[src/rtl/ctrl_pkg.sv]
// Control-word field layout and back-end stage indices shared by the decoder
// and the control pipeline.
package ctrl_pkg;

  localparam int unsigned CTRL_W = 19;

  localparam int unsigned CTRL_MEMTOREG    = 0;
  localparam int unsigned CTRL_MEMWRITE    = 1;
  localparam int unsigned CTRL_ALUSRC      = 2;
  localparam int unsigned CTRL_REGDST      = 3;
  localparam int unsigned CTRL_REGWRITE    = 4;
  localparam int unsigned CTRL_ALUCTRL_LSB = 5;
  localparam int unsigned CTRL_ALUCTRL_W   = 8;
  localparam int unsigned CTRL_HILO_WRITE  = 13;
  localparam int unsigned CTRL_JAL         = 14;
  localparam int unsigned CTRL_JR          = 15;
  localparam int unsigned CTRL_BAL         = 16;
  localparam int unsigned CTRL_MEMEN       = 17;
  localparam int unsigned CTRL_CP0WE       = 18;

  localparam int unsigned STG_E = 0;
  localparam int unsigned STG_M = 1;
  localparam int unsigned STG_W = 2;

  typedef logic [CTRL_W-1:0] ctrl_word_t;

endpackage

[src/rtl/ctrl_stage_reg.sv]
// One pipeline stage of control state: {valid, mc tag, control word}.
// Clear beats enable; a clear or reset leaves an inert all-zero bubble.
module ctrl_stage_reg
  import ctrl_pkg::*;
#(
  parameter int unsigned WIDTH = CTRL_W
) (
  input  logic             clk,
  input  logic             rst,
  input  logic             clr_i,
  input  logic             en_i,
  input  logic             valid_i,
  input  logic             mc_i,
  input  logic [WIDTH-1:0] ctrl_i,
  output logic             valid_o,
  output logic             mc_o,
  output logic [WIDTH-1:0] ctrl_o
);

  logic             valid_q;
  logic             mc_q;
  logic [WIDTH-1:0] ctrl_q;

  always_ff @(posedge clk or posedge rst) begin
    if (rst) begin
      valid_q <= 1'b0;
      mc_q    <= 1'b0;
      ctrl_q  <= '0;
    end else if (clr_i) begin
      valid_q <= 1'b0;
      mc_q    <= 1'b0;
      ctrl_q  <= '0;
    end else if (en_i) begin
      valid_q <= valid_i;
      mc_q    <= mc_i;
      ctrl_q  <= ctrl_i;
    end
  end

  assign valid_o = valid_q;
  assign mc_o    = mc_q;
  assign ctrl_o  = ctrl_q;

endmodule

[src/rtl/ctrl_pipe_chain.sv]
// Back-end control-word pipeline with per-stage flush, a backward stall chain
// and the multi-cycle hold counter at MC_STAGE.
module ctrl_pipe_chain
  import ctrl_pkg::*;
#(
  parameter int unsigned WIDTH    = CTRL_W,
  parameter int unsigned STAGES   = 4,
  parameter int unsigned MC_STAGE = STG_M,
  parameter int unsigned MC_LAT   = 34,
  parameter int unsigned CW       = $clog2(MC_LAT + 1),
  parameter int unsigned IW       = (STAGES > 1) ? $clog2(STAGES) : 1
) (
  input  logic                    clk,
  input  logic                    rst,
  input  logic                    in_valid,
  input  logic [WIDTH-1:0]        in_ctrl,
  input  logic                    in_mc,
  input  logic [STAGES-1:0]       stall_ext,
  input  logic [STAGES-1:0]       flush,
  input  logic                    flush_upto,
  input  logic [IW-1:0]           flush_idx,
  output logic [STAGES*WIDTH-1:0] out_ctrl,
  output logic [STAGES-1:0]       out_valid,
  output logic [STAGES-1:0]       stall_eff,
  output logic                    in_ready,
  output logic                    mc_busy,
  output logic                    mc_done
);

  logic [STAGES-1:0] stage_v;
  logic [STAGES-1:0] stage_mc;
  logic [WIDTH-1:0]  stage_ctrl [STAGES];

  logic [STAGES-1:0] stall;
  logic [STAGES-1:0] clr;
  logic [STAGES-1:0] ld_v;
  logic [STAGES-1:0] ld_mc;
  logic [WIDTH-1:0]  ld_ctrl [STAGES];

  logic [CW-1:0] cnt_q, cnt_d;
  logic          mc_load;

  assign mc_busy = stage_v[MC_STAGE] & stage_mc[MC_STAGE] & (cnt_q != '0);

  // Stalls ripple from the oldest stage towards EX.
  always_comb begin : stall_chain
    logic older;
    older = 1'b0;
    stall = '0;
    for (int i = int'(STAGES) - 1; i >= 0; i--) begin
      stall[i] = stall_ext[i] | older | ((i == int'(MC_STAGE)) & mc_busy);
      older    = stall[i];
    end
  end

  always_comb begin
    clr = '0;
    for (int i = 0; i < int'(STAGES); i++) begin
      clr[i] = flush[i] | (flush_upto & (i <= int'(flush_idx)));
    end
  end

  // A stage whose predecessor is held receives a bubble instead of a duplicate.
  always_comb begin
    ld_v       = '0;
    ld_mc      = '0;
    ld_ctrl    = '{default: '0};
    ld_v[0]    = in_valid;
    ld_mc[0]   = in_valid & in_mc;
    ld_ctrl[0] = in_valid ? in_ctrl : '0;
    for (int i = 1; i < int'(STAGES); i++) begin
      ld_v[i]    = ~stall[i-1] & stage_v[i-1];
      ld_mc[i]   = ~stall[i-1] & stage_mc[i-1];
      ld_ctrl[i] = stall[i-1] ? '0 : stage_ctrl[i-1];
    end
  end

  for (genvar g = 0; g < STAGES; g++) begin : g_stage
    ctrl_stage_reg #(
      .WIDTH (WIDTH)
    ) u_stage_reg (
      .clk     (clk),
      .rst     (rst),
      .clr_i   (clr[g]),
      .en_i    (~stall[g]),
      .valid_i (ld_v[g]),
      .mc_i    (ld_mc[g]),
      .ctrl_i  (ld_ctrl[g]),
      .valid_o (stage_v[g]),
      .mc_o    (stage_mc[g]),
      .ctrl_o  (stage_ctrl[g])
    );
    assign out_ctrl[g*WIDTH +: WIDTH] = stage_ctrl[g];
  end

  // The counter keeps running under older stalls; only a flush or reset stops it.
  always_comb begin
    mc_load = ~clr[MC_STAGE] & ~stall[MC_STAGE] & ld_v[MC_STAGE] & ld_mc[MC_STAGE];
    cnt_d   = cnt_q;
    if (clr[MC_STAGE]) begin
      cnt_d = '0;
    end else if (mc_load) begin
      cnt_d = CW'(MC_LAT - 1);
    end else if (cnt_q != '0) begin
      cnt_d = cnt_q - CW'(1);
    end
  end

  always_ff @(posedge clk or posedge rst) begin
    if (rst) begin
      cnt_q <= '0;
    end else begin
      cnt_q <= cnt_d;
    end
  end

  assign mc_done   = (cnt_q == CW'(1)) & ~clr[MC_STAGE];
  assign out_valid = stage_v;
  assign stall_eff = stall;
  assign in_ready  = ~stall[0];

endmodule

[config.mk]
export PLATFORM = sky130hd
export DESIGN_NAME = ctrl_pipe_chain
export DESIGN_NICKNAME = d
export VERILOG_FILES = /design/src/rtl/ctrl_pkg.sv /design/src/rtl/ctrl_stage_reg.sv /design/src/rtl/ctrl_pipe_chain.sv
export SDC_FILE = /design/constraint.sdc
export NUM_CORES = 1
export LEC_CHECK = 0
export BUFFER_PORTS_ARGS = -buffer_cell sky130_fd_sc_hd__buf_2
export CORE_MARGIN = 8
export CORE_UTILIZATION = 25
export CTS_BUF_LIST = sky130_fd_sc_hd__clkbuf_4
export CTS_CLUSTER_DIAMETER = 100
export DETAILED_ROUTE_END_ITERATION = 16
export GPL_TIMING_DRIVEN = 0
export SLEW_MARGIN = 40
export SYNTH_ARGS = -nofsm -noshare
export SYNTH_HDL_FRONTEND = slang
export SYNTH_SLANG_ARGS = --single-unit
[constraint.sdc]
create_clock -name clk -period 5.72 [get_ports clk]
set_input_delay 1.144 -clock clk [delete_from_list [all_inputs] [get_ports clk]]
set_output_delay 1.144 -clock clk [all_outputs]
set_load 0.02 [all_outputs]
# ---- Word-level counts from Yosys, hierarchy flattened
# Index checks and enable logic that the tools add are counted.
dict set report op_classes {
  addsub 1
  n_lt_le_gt_ge 3
  eq_ne 5
  muxes 27
  bitwise_logic 26
  n_reduce_logical 2
}
# cell n
set op_table {}
lappend op_table {{2-to-1 mux 19 bit} 12}
lappend op_table {{2-to-1 mux 6 bit} 3}
lappend op_table {{AND 1 bit} 14}
lappend op_table {{2-to-1 mux 1 bit} 12}
lappend op_table {{inequality test 2 x 1 -> 1 bit (second input constant)} 4}
lappend op_table {{OR 1 bit} 8}
lappend op_table {{== test 6 x 1 -> 1 bit (second input constant)} 1}
lappend op_table {{nonzero test 6 bit} 1}
lappend op_table {{subtractor 6 x 1 -> 6 bit (second input constant)} 1}
lappend op_table {{less-or-equal comparator 2 bit (first input constant)} 2}
lappend op_table {{NOT 1 bit} 4}
lappend op_table {{nonzero test 3 bit} 1}
lappend op_table {{less-or-equal comparator 1 x 2 -> 1 bit (first input constant)} 1}
dict set report word_totals {
  reg_bits 88
  input_bits 34
  wordCells 75
}

# ---- Longest topological paths before layout
# Gate-level depths: netlist of the first run.
dict set report depth {
  depth_word 10
  mapped_depth 9
  mapped_depth_nobuf 7
}

# ---- Cells and area by module
# Synthesis of the first run repeated with hierarchy kept, for this count alone.
dict set report unflattened {
  hier_cells 420
  area_unflattened_um2 4456.8
}
# module instances cells_per_inst area_each_um2 seq_area_each_um2
set by_module_without_submodules {}
lappend by_module_without_submodules {ctrl_stage_reg 4 69 860.8 525.5}
lappend by_module_without_submodules {ctrl_pipe_chain 1 144 1013.5 150.1}

# ---- Least setup slack after synthesis of the first run
# No wires, ideal clock.
dict set report synth_path {
  path_kind {input to output}
  from {in stall_ext[2]}
  to {out stall_eff[0]}
  arrival_ns 2.375
  setup_slack_ns 2.201
  cell_stages 7
  path_buffers 2
  path_cell_list {a2111oi_0 a21o_2 inv_2 nor2_4 buf_4 inv_1 buf_4}
}
dict set report synth_between {
  elab_chain_cells 4
}
# item line
set synth_lines {}
lappend synth_lines {{start, declared} ctrl_pipe_chain.sv:18} ;# input logic [STAGES-1:0] stall_ext,
lappend synth_lines {{OR 1 bit (3 in a row)} ctrl_pipe_chain.sv:51} ;# stall[i] = stall_ext[i] | older | ((i == int'(MC_STAGE)) & mc_busy);
lappend synth_lines {{named net stall_eff[1]} ctrl_pipe_chain.sv:24} ;# output logic [STAGES-1:0] stall_eff,
lappend synth_lines {{OR 1 bit} ctrl_pipe_chain.sv:51}
lappend synth_lines {{end, declared} ctrl_pipe_chain.sv:24}
# The timed path passes the listed nets, and every way through them passes these cells.

# ---- Worst setup path in the final report of the first run
dict set report layout_path {
  from {in stall_ext[2]}
  to {out stall_eff[0]}
}
dict set report layout_between {
  elab_chain_cells 4
}
# item line
set layout_lines {}
lappend layout_lines {{OR 1 bit (4 in a row)} ctrl_pipe_chain.sv:51}
# Every way passes these cells.

==> results.cfg, run 1 <==
[floorplan]
ios = 121
die_area_um2 = 18500
die_y_um = 136
coreArea_um2 = 14300
core.rowCount = 44
start_util_pct = 25.1
chipWidth_um = 136

[job]
drv_cap = 0

[clock_network]
cts.path.max_buffers = 2
cts.htree.levels = 3
cts_made_buffers = 9
root_buffer = clkbuf_4
cts_tree = done
clkSinkCount = 88
ctsResizeCount = 0
postCtsHoldBufs = 0
insertion_delay_ns = 0.44
post_cts_buffers = 0
clk_pin_slew_worst_paths_ns = 0.13

[placement]
dp_hpwl_mm = 8.57
place_congestion = 0.812
port_buffers = 120
numPlacedInstances = 594

[cells_and_area]
multi_input_area_um2 = 1240
layout-drive-gt1-share_pct = 35.7
final_util_pct = 31.9
seq_area_um2 = 2200
n_fill_cell = 1497
nets = 457
syn_to_final_growth_pct = 27.0
final_cells = 611

[synthesis]
ys_ff_latch = 88
async_reset_ff_share_pct = 100
ys_top_cells_by_area = dfrtp_1 (61%), a22o_1 (14%), mux2i_1 (6.1%), nand3_1 (3.1%), nand2_1 (2.8%)
synth_edf_count = 0
ys_types = 35
synthTopCellsByCount = dfrtp_1 (88), a22o_1 (59), nand2_1 (27), mux2i_1 (22), nand3_1 (22)
ys_seq_area_share_pct = 61.2
synthesis.instances = 289
yosys_warnings = 0
synth_top_flop_cell = dfrtp_1
yosysTopAreaCell = dfrtp_1
synth_area_um2 = 3600
synth_top_area_share_pct = 61.2
yosysMostFrequentCell = dfrtp_1
synthesis.nets = 325
avgSynthCellArea_um2 = 12.5

[worst_setup_path]
crit_fanout = 10
worstSetupEndpointType = output pin
setup.worst_path.class = in2out
worstPathArrival_ns = 2.70
cp.required_ns = 4.58
crit_path_cell_trace = buf_2 > a2111oi_0 > a21o_2 > inv_2 > nor2_4 > buf_4 > inv_1 > buf_4 > buf_2
slowest_stage = a2111oi_0
max_stage_delay_ns = 0.38
start_kind = input pin

[power_and_ir_drop]
leakage_nw = 2.39
ir_drop_mv = 0.0857
comb_power_share_pct = 20.4
cellPowerDensity_nw_per_um2 = 264
seq_power_share_pct = 55.2
switching_share_pct = 31.4
p_switching_uw = 378
p_int_uw = 827
clockPowerShare_pct = 24.4

[detailed_routing]
wl_mm = 10.5
firstDrtPassIters = 4
post_drt_wl_per_cell_um = 17.2
dr_total_vias = 2812
ant_nets = 0
vias_per_cell = 4.60
drtIter0Drc = 80
post-route-drc-count = 0

[sta]
tns_ns = 0
period_share_pct = 67.2
maxSlewHeadroom_pct = 59.2
finalMaxSlewViolations = 0
skew_ns = 0.0167
hold_viol_final = 0
setup_viol = 0
rsz0062_at_grt = no
fin_crit_ns = 3.85
fmax_mhz = 260
worst_pin_slew_ns = 0.610

[global_route]
grt_usage_pct = 11.6
grt_pass1_vias = 2928
antenna_found_initial = 1
use_met1_pct = 13.6
grt_pass1_wl_mm = 16.5
gr-usage-met3_pct = 3.44
grt_max_degree = 50
top_usage_layer = met2
grt_util_met2_pct = 19.5
overflow = 0

[status]
status = complete, no violations

[worst_hold_path]
min_path_type = reg2reg
power groups by stage:
stage	Combinational (mW)	Sequential (mW)	Clock, mW
final	0.245	0.666	0.294
after global routing	0.273	0.669	0.329
after CTS	0.248	0.666	0.305
after detailed placement	0.247	0.678	0
after global placement	0.239	0.677	0
after floorplan	0.183	0.676	0
metrics by stage:
step	hold slack (ns)	total power, mW	worst slack, ns	instance area [µm²]
after floorplan	0.474	0.859	2.20	3600
after global placement	0.488	0.916	1.32	4430
after detailed placement	0.489	0.925	1.85	4460
after CTS	0.519	1.22	1.86	4570
after global routing	0.537	1.27	1.72	4570
final	0.511	1.21	1.87	4570
registers in the layout, summed over array words and instances (netlist names):
signal                       count
g_stage.u_stage_reg.ctrl_o      76
cnt_q                            6
g_stage.u_stage_reg.valid_o      4
g_stage.u_stage_reg.mc_o         2
metal layers:
layer	up-vias	part of all wire, %
met5	-	0
met4	0	1.5
met3	13	6.1
met2	84	51
met1	1381	42
li1	1334	-
worst paths after layout:
path	start	to	slack [ns]	cells after the start
min	g_stage[3].u_stage_reg.ctrl_o[18]	g_stage[3].u_stage_reg.ctrl_o[18]	0.51	1
min in group asynchronous	rst	g_stage[3].u_stage_reg.ctrl_o[15]	0.69	2
max reg2reg	cnt_q[0]	g_stage[1].u_stage_reg.ctrl_o[9]	3.54	8
max in group asynchronous	rst	g_stage[2].u_stage_reg.ctrl_o[0]	4.47	3
max	stall_ext[2]	stall_eff[0]	1.87	9
min reg2reg	g_stage[3].u_stage_reg.ctrl_o[18]	g_stage[3].u_stage_reg.ctrl_o[18]	0.51	1
worst max-delay path: cells and delay by family:
family	cells	cell delay (ns)
buf+inv	6	0.77
simple gates	1	0.20
compound gates	2	0.58
area by class of cell:
cell class                 count  share of cell area, %
inverter                       6                  0.602
timing repair buffer         121                   13.7
sequential                    88                   48.2
clock buffer                   9                   1.48
buffer                        25                   2.93
clock inverter                 7                  0.848
tap                          184                   5.04
antenna                        1                 0.0547
multi-input combinational    170                   27.1
cell usage in the layout, fill, tap and decap left out, types with 2 or more instances in the layout:
cell        n
dfrtp_1    88
xnor2_1     2
buf_4       8
ha_1        2
and2_1      2
clkbuf_1   14
clkinv_1    2
nor2_1      8
a22o_1     59
clkinv_2    3
buf_2     122
a21oi_1     4
nand2_1    27
nand3_1    22
clkbuf_4    9
o21ai_0     2
a31oi_1     2
inv_1       4
mux2i_1    22
and3_1      2
cells by family after synthesis:
family	Yosys count	synth area share [%]
mux	22	6.12
xor+xnor	3	0.730
compound gates	73	16.9
fa+ha+maj	2	0.695
buf+inv	31	4.34
flops	88	61.2
simple gates	70	10.0
No activity file was read; power rests on OpenSTA's default activity.
==> run 2, diff against run 1 <==
--- a/config.mk
+++ b/config.mk
@@ -5,6 +5,7 @@
 export SDC_FILE = /design/constraint.sdc
 export NUM_CORES = 1
 export LEC_CHECK = 0
+export ABC_AREA = 1
 export BUFFER_PORTS_ARGS = -buffer_cell sky130_fd_sc_hd__buf_2
 export CORE_MARGIN = 8
 export CORE_UTILIZATION = 25
==> constraint.sdc (replaced) <==
create_clock -name clk -period 3.55 [get_ports clk]
set_input_delay 0.71 -clock clk [delete_from_list [all_inputs] [get_ports clk]]
set_output_delay 0.71 -clock clk [all_outputs]
set_load 0.02 [all_outputs]
==> run 2 against run 1 <==
Compared with the run above: clock skew is 0.0023 ns lower; first-iteration DRC count is 83% higher; register-to-register slack worse by 1.9 ns; flip-flop and latch count stayed put; final cell count is 9.8% higher; non-clock buffer count is the same; wire length is 6.5% higher; count of clock-buffer cells in the layout up 1.
==> results.cfg, run 2 <==
[synthesis]
ys_seq_area_share_pct = 60.5
synth_top_area_share_pct = 60.5
synth_edf_count = 0
synth_area_um2 = 3640
yosys_warnings = 0
ys_types = 32
synthesis.nets = 386
avgSynthCellArea_um2 = 10.4
ys_top_cells_by_area = dfrtp_1 (61%), inv_1 (5.9%), nand3_1 (5.6%), o21ai_0 (5.4%), o32ai_1 (4.8%)
async_reset_ff_share_pct = 100
synthesis.instances = 350
yosysTopAreaCell = dfrtp_1
yosysMostFrequentCell = dfrtp_1
ys_ff_latch = 88
synth_top_flop_cell = dfrtp_1
synthTopCellsByCount = dfrtp_1 (88), inv_1 (57), nand3_1 (41), o21ai_0 (39), o32ai_1 (20)

[worst_setup_path]
max_stage_delay_ns = 0.46
r2r-start = cnt_q[0]
crit_path_start = cnt_q[0]
crit_family = buffers and inverters
cp.required_ns = 2.84
worstPathArrival_ns = 2.23
slowest_stage = dfrtp_1
r2r-end = g_stage[1].u_stage_reg.ctrl_o[14]
worstSetupEndpointType = output pin
crit_buf_inv = 4
crit_fanout = 10
rrSetupSlack_ns = 1.64
setup.worst_path.class = reg2out
reg2reg_depth = 9
crit_path_cell_trace = inv_1 > ha_1 > nand3_1 > nand2_2 > nand3_4 > clkinv_1 > buf_4 > buf_2
start_kind = register

[detailed_routing]
dr_total_vias = 3008
vias_per_cell = 4.48
post-route-drc-count = 0
firstDrtPassIters = 4
wl_mm = 11.2
post_drt_wl_per_cell_um = 16.7
ant_nets = 0
drtIter0Drc = 146

[sta]
finalMaxSlewViolations = 0
setup_viol = 0
maxSlewHeadroom_pct = 66.7
hold_viol_final = 0
fin_crit_ns = 2.94
layout_setup_ws_ns = 0.612
skew_ns = 0.0144
fmax_mhz = 340
worst_pin_slew_ns = 0.500
period_share_pct = 82.8
rsz0062_at_grt = no
timing.hold.ws_ns = 0.223

[power_and_ir_drop]
leakage_nw = 2.36
power_mw = 1.84
cellPowerDensity_nw_per_um2 = 396
ir_drop_mv = 0.173

[global_route]
gr-usage-met3_pct = 3.67
grt_usage_pct = 12.1
grt_pass1_vias = 3107
antenna_found_initial = 1
grt_max_degree = 57
grt_pass1_wl_mm = 17.3
grt_util_met2_pct = 20.6
use_met1_pct = 14.5
overflow = 0
top_usage_layer = met2

[floorplan]
chipWidth_um = 137
die_area_um2 = 18700
core.rowCount = 44
die_y_um = 137
start_util_pct = 25.3
ios = 121
coreArea_um2 = 14400

[cells_and_area]
layout-drive-gt1-share_pct = 33.5
final_util_pct = 32.4
largest_reg_flops = 76
seq_area_um2 = 2200
n_fill_cell = 1505
layout_common_cells = buf_2 (125), dfrtp_1 (88), inv_1 (56)
nets = 518
syn_to_final_growth_pct = 27.8
mostFrequentLayoutCell = buf_2
finalInstanceArea_um2 = 4650
multi_input_area_um2 = 1070

[clock_network]
root_buffer = clkbuf_4
cts_made_buffers = 9
clk_pin_slew_worst_paths_ns = 0.12
cts_tree = done
ctsResizeCount = 0
insertion_delay_ns = 0.44
clkSinkCount = 88
postCtsHoldBufs = 0
post_cts_buffers = 0
cts.path.max_buffers = 2
cts.htree.levels = 3

[placement]
dp_hpwl_mm = 9.21
place_congestion = 0.762
pre_cts_slack_ns = 0.865
placed_cell_area_um2 = 4500
port_buffers = 120

[worst_hold_path]
min_path_type = in2async

[status]
status = complete, no violations

[job]
drv_cap = 0
[run 2: cell count changes after synthesis, moves of 3 or more]
cell / previous run / this run
o22ai_1: 0 / 6
buf_2: 2 / 5
mux2i_1: 22 / 0
inv_1: 5 / 57
or2_2: 0 / 3
nand2_1: 27 / 19
nor4_1: 0 / 4
clkbuf_1: 14 / 9
o32ai_1: 0 / 20
a22o_1: 59 / 15
nand3_1: 22 / 41
a21oi_1: 4 / 1
o21ai_0: 2 / 39
[run 2: layer usage]
layer  vias to the layer above  routed length [µm]
met3                        14                 513
li1                       1452                   -
met4                         0                 174
met1                      1445                4960
met2                        97                5580
met5                         -                   0
[run 2: area by class of cell]
cell class | count | area share, %
Sequential cell | 88 | 47.3
Tap cell | 184 | 4.95
Clock buffer | 10 | 1.61
Clock inverter | 5 | 1.56
Buffer | 25 | 3.04
Timing Repair Buffer | 121 | 13.5
Inverter | 60 | 4.95
Multi-Input combinational cell | 177 | 23.0
Antenna cell | 1 | 0.0538
[run 2: how the worst max path moves through the flow]
| stage | end | slack, ns | cells past startpoint |
|---|---|---|---|
| after global placement | g_stage[3].u_stage_reg.ctrl_o[15] | -0.32 | 2 |
| after detailed placement | in_ready | 0.87 | 7 |
| after CTS | in_ready | 0.58 | 8 |
| after floorplan | cnt_q[0] | 0.56 | 1 |
| after global routing | in_ready | 0.41 | 8 |
| final | in_ready | 0.61 | 8 |
[run 2: worst reg2reg max path, delay by kind of cell, from the launching register on]
kind | cells | cell delay [ns]
buffers and inverters | 3 | 0.57
AND/OR/NAND/NOR | 4 | 0.44
AO/OA/AOI/OAI | 1 | 0.09
flip-flops | 1 | 0.46
adder cells (fa/ha/maj) | 1 | 0.24
[run 2: where the power goes]
group | internal, mW | switching (mW)
sequential | 1.02 | 0.0162
clock | 0.285 | 0.324
combinational | 0.0742 | 0.127
[run 2: cells by family (layout without fill, tap and decap cells)]
family	after synthesis	in the layout	synth area share [%]
compound gates	84	84	15.6
simple gates	87	87	12.2
flops	88	88	60.5
fa+ha+maj	2	2	0.687
other cells	0	1	0
xor+xnor	4	4	0.963
buf+inv	85	221	10.1
[run 2: through the flow]
| step | TNS (ns) | std cells |
|---|---|---|
| 3_5_place_dp | 0 | 655 |
| 2_1_floorplan | 0 | 350 |
| 3_3_place_gp | -27.38 | 654 |
| 4_1_cts | 0 | 670 |
| 6_report | 0 | 671 |
| 5_1_grt | 0 | 671 |
